`src/rtl/fetch_sequencer.sv`:
```
// Instruction fetch sequencer: walks a 6-bit PC through a synchronous-read
// instruction memory and presents each word to a valid/ready consumer.
module fetch_sequencer #(
  parameter logic [5:0]  RESET_PC = 6'd0,
  parameter int unsigned CNT_W    = 16
) (
  input  logic             clk,
  input  logic             rst,
  input  logic             start,
  input  logic             halt,
  input  logic             redirect_valid,
  input  logic [5:0]       redirect_addr,
  output logic [5:0]       imem_addr,
  input  logic [31:0]      imem_data,
  output logic             instr_valid,
  input  logic             instr_ready,
  output logic [31:0]      instr_data,
  output logic [5:0]       instr_pc,
  output logic             busy,
  output logic [CNT_W-1:0] fetch_count
);

  localparam int unsigned PC_W = 6;

  typedef enum logic [1:0] {
    ST_IDLE = 2'd0,
    ST_RUN  = 2'd1,
    ST_HALT = 2'd2
  } state_e;

  state_e           state_q, state_d;
  logic [PC_W-1:0]  pc_q, pc_d;
  logic [CNT_W-1:0] cnt_q, cnt_d;

  // State register; reset dominates every other input in the same cycle
  always_ff @(posedge clk) begin
    if (rst) begin
      state_q <= ST_IDLE;
      pc_q    <= RESET_PC;
      cnt_q   <= '0;
    end else begin
      state_q <= state_d;
      pc_q    <= pc_d;
      cnt_q   <= cnt_d;
    end
  end

  // Next-state, memory address and handshake logic
  always_comb begin
    state_d     = state_q;
    pc_d        = pc_q;
    cnt_d       = cnt_q;
    imem_addr   = RESET_PC;
    instr_valid = 1'b0;

    unique case (state_q)
      ST_RUN: begin
        // A redirect squashes the word currently presented
        instr_valid = !redirect_valid;
        if (halt) begin
          imem_addr = RESET_PC;
          state_d   = ST_HALT;
        end else if (redirect_valid) begin
          imem_addr = redirect_addr;
        end else if (instr_ready) begin
          imem_addr = PC_W'(pc_q + PC_W'(1));
        end else begin
          imem_addr = pc_q;
        end
        if (!halt) begin
          pc_d = imem_addr;
        end
        if (instr_valid && instr_ready) begin
          cnt_d = CNT_W'(cnt_q + CNT_W'(1));
        end
      end
      default: begin
        // IDLE and HALT: memory already addressed at RESET_PC, so data is ready next cycle
        if (start) begin
          state_d = ST_RUN;
          pc_d    = RESET_PC;
        end
      end
    endcase
  end

  assign instr_data  = imem_data;
  assign instr_pc    = pc_q;
  assign busy        = (state_q == ST_RUN);
  assign fetch_count = cnt_q;

endmodule

```
`config.mk`:
```
export PLATFORM = sky130hd
export DESIGN_NAME = fetch_sequencer
export DESIGN_NICKNAME = d
export VERILOG_FILES = /design/src/rtl/fetch_sequencer.sv
export SDC_FILE = /design/constraint.sdc
export NUM_CORES = 1
export LEC_CHECK = 0
export CAP_MARGIN = 25
export CORE_MARGIN = 2
export CORE_UTILIZATION = 30
export DETAILED_ROUTE_END_ITERATION = 16
export GPL_ROUTABILITY_DRIVEN = 0
export PLACE_DENSITY = 0.8
export SYNTH_ARGS = -nofsm -noshare
export SYNTH_HDL_FRONTEND = slang
export SYNTH_SLANG_ARGS = --single-unit
```
`constraint.sdc`:
```
create_clock -name clk -period 3.29 [get_ports clk]
set_input_delay 0.987 -clock clk [delete_from_list [all_inputs] [get_ports clk]]
set_output_delay 0.987 -clock clk [all_outputs]
set_load 0.02 [all_outputs]
```
==> key figures <==
Run status
  • Run status: finished, final reports clean

Routing
  • Drt total wl: 3200 um
  • WL/cell: 12.1 um
  • Vias: 1211
  • Initial DRC Count: 50
  • Residual DRC count: 0
  • Vias per std cell: 4.57
  • Antenna Nets Post-Route: 0
  • First-pass detailed-route iteration total: 4

Finish
  • Ratio of cells with drive above 1 in the final layout: 0.152
  • Design area: 1880 sq um
  • Nets: 245
  • # diodes: 0
  • Final Util: 0.396
  • Synthesis-to-finish area growth: 25.8%

Placed design
  • I/O Buffers: 41
  • Estimated wirelength of the detail-placed design: 2400 um
  • Placed inst area: 1810 sq um
  • Dpl ws: -0.407 ns

Synth
  • Yosys cell types: 35
  • Mapped Cells: 177
  • Synth top area cells: dfxtp_1 32%, buf_4 17%, xor2_1 6.4%
  • Main synth FF type: dfxtp_1
  • YS warnings: 0
  • Post-synth top area cell: dfxtp_1
  • EDFF count, synth: 0
  • Mean Syn Cell Area: 8.45 sq um
  • Post-synthesis instance area: 1500 sq um
  • Sequential fraction of the synthesis area: 0.321
  • Area fraction of the dominant cell type after synthesis: 0.321
  • FFs w/ async S/R, synth: 0
  • List of most frequent post-synthesis cells: 33 x buf_4, 24 x dfxtp_1, 18 x nor2_1
  • Most frequent cell after synthesis: buf_4
  • Seq cells post-synth: 24
  • Syn_nets: 223

Critical path
  • CP max FO: 5
  • Critical path endpoint category: primary output
  • Setup CP Type: in2out
  • Critical path arrival: 2.14 ns
  • Startpoint types: primary input
  • CP required: 2.30 ns

STA
  • Fin. max-slew vios: 0
  • Worst slew pin tran: 0.511 ns
  • Clk_skew: 0.00361 ns
  • Max-slew headroom: 0.660
  • Fin worst setup slack: 0.162 ns
  • Fmax: 320 MHz
  • Fin crit period: 3.13 ns
  • Final setup violation count: 0
  • Unrepaired setup endpoints after global routing: false
  • Tcrit/Tclk final: 0.951
  • Fin. Hold Viols: 0

Global route
  • Number of global-route vias before repair: 1136
  • Largest net degree at the start of global routing: 21
  • Total GRT Usage: 0.113
  • Gr ovfl total: 0
  • First-pass GRT wire length: 5080 um
  • Antenna violations before repair: 0

Clock tree
  • CTS Buffer Depth: 2
  • Clock latency on the worst-skew pair: 0.26 ns
  • H-tree levels: 1
  • TritonCTS clock tree: yes
  • Root buf cell: clkbuf_8
  • Clk slew on worst S/H paths: 0.08 ns
  • CTS buffer count: 3
  • Clock sink count: 24

Floorplan
  • Die height: 74.6 um
  • Row count: 25
  • Die W: 74.6 um
  • CORE AREA: 4750 sq um
  • Die area: 5570 sq um
  • Boundary Pins: 106
  • Initial Util: 0.315

Pwr
  • Seq pwr share: 0.470
  • Worst ir drop on vdd: 0.000235 V
  • Pwr Density: 339 nW/um^2
  • Lkg Pwr: 0.730 nW
  • Switching Share: 0.217
  • Pint: 499 uW
  • Combinational group share of total power: 0.128
  • Switching power: 138 uW
  • Clock share of power: 0.402

Flow run
  • Max cap viols: 0

Worst hold path
  • Worst hold path type: reg2reg
==> layout by cell type, fill, tap and decap left out, types with 2 or more instances in the layout <==
master,synthesis,layout
buf_2,1,4
nand3_1,4,4
clkbuf_8,0,3
o211ai_1,2,2
xnor2_1,4,4
and3_1,2,2
mux2i_1,4,4
buf_4,33,15
a21oi_1,10,10
nand2b_1,4,4
ha_1,2,2
nand2_1,7,7
dlygate4sd2_1,0,2
nand3_4,2,2
or3_1,5,5
nand4_1,9,9
and4_1,2,2
nor2_1,18,18
o21ai_0,6,6
and2_1,6,6
dfxtp_1,24,24
clkdlybuf4s50_1,0,32
inv_1,4,4
xor2_1,11,11
==> registers in the layout, summed over array words and instances (netlist names) <==
signal,count
fetch_count,16
instr_pc,6
state_q,2
==> power by group through the flow <==
stage	sequential, mW	clock (mW)	combinational, mW
after floorplan	0.308	0	0.0914
after global placement	0.306	0	0.0820
after detailed placement	0.306	0	0.0823
after CTS	0.300	0.268	0.0817
after global routing	0.301	0.279	0.0878
final	0.300	0.257	0.0814
==> per-layer routing <==
| metal | share of wire | wire length [um] | track usage | up-vias |
|---|---|---|---|---|
| li1 | - | - | - | 617 |
| met1 | 0.47 | 1500 | 0.146 | 562 |
| met2 | 0.47 | 1490 | 0.192 | 32 |
| met3 | 0.065 | 207 | 0.0295 | 0 |
| met4 | 0 | 0 | 0.0258 | 0 |
| met5 | 0 | 0 | 0 | - |
==> critical path: stages <==
cell             delay, ns
clkdlybuf4s50_1       0.49
nor3b_4               0.28
o211ai_1              0.16
inv_1                 0.09
buf_4                 0.13
==> repair_timing <==
item,in CTS,in global routing
buffers inserted,1,1
setup endpoints to repair,7,4
pin swaps,4,3
hold buffers,0,0
resized for setup,26,3
==> area by class of cell <==
type | instances | area [sq um]
Tap cell | 67 | 83.8
Clock inverter | 1 | 30.0
Timing Repair Buffer | 56 | 499
Fill cell | 508 | 2870
Multi-Input combinational cell | 110 | 732
Clock buffer | 3 | 41.3
Inverter | 4 | 15.0
Sequential cell | 24 | 480
==> final timing paths <==
kind | slack [ns] | startpoint | endpoint | cells after the start
max reg2reg | 1.72 | fetch_count[2] | fetch_count[12] | 4
min reg2reg | 0.49 | fetch_count[15] | fetch_count[15] | 2
max | 0.16 | halt | imem_addr[3] | 5
min | 0.49 | fetch_count[15] | fetch_count[15] | 2
==> metrics by stage <==
step / hold slack (ns) / cells / total power [mW] / setup TNS, ns
after floorplan: 0.498 / 177 / 0.400 / 0
after global placement: 0.479 / 259 / 0.388 / -2.19
after detailed placement: 0.481 / 259 / 0.389 / -2.27
after CTS: 0.496 / 264 / 0.650 / 0
after global routing: 0.510 / 265 / 0.667 / 0
final: 0.489 / 265 / 0.638 / 0
==> cells by family after synthesis <==
logic type | count (synthesis) | share of synthesized area
mux | 4 | 0.0268
compound gates | 25 | 0.102
xor+xnor | 15 | 0.0878
simple gates | 64 | 0.252
buf+inv | 43 | 0.194
flops | 24 | 0.321
fa+ha+maj | 2 | 0.0167
Power figures use the tool's default switching activity.
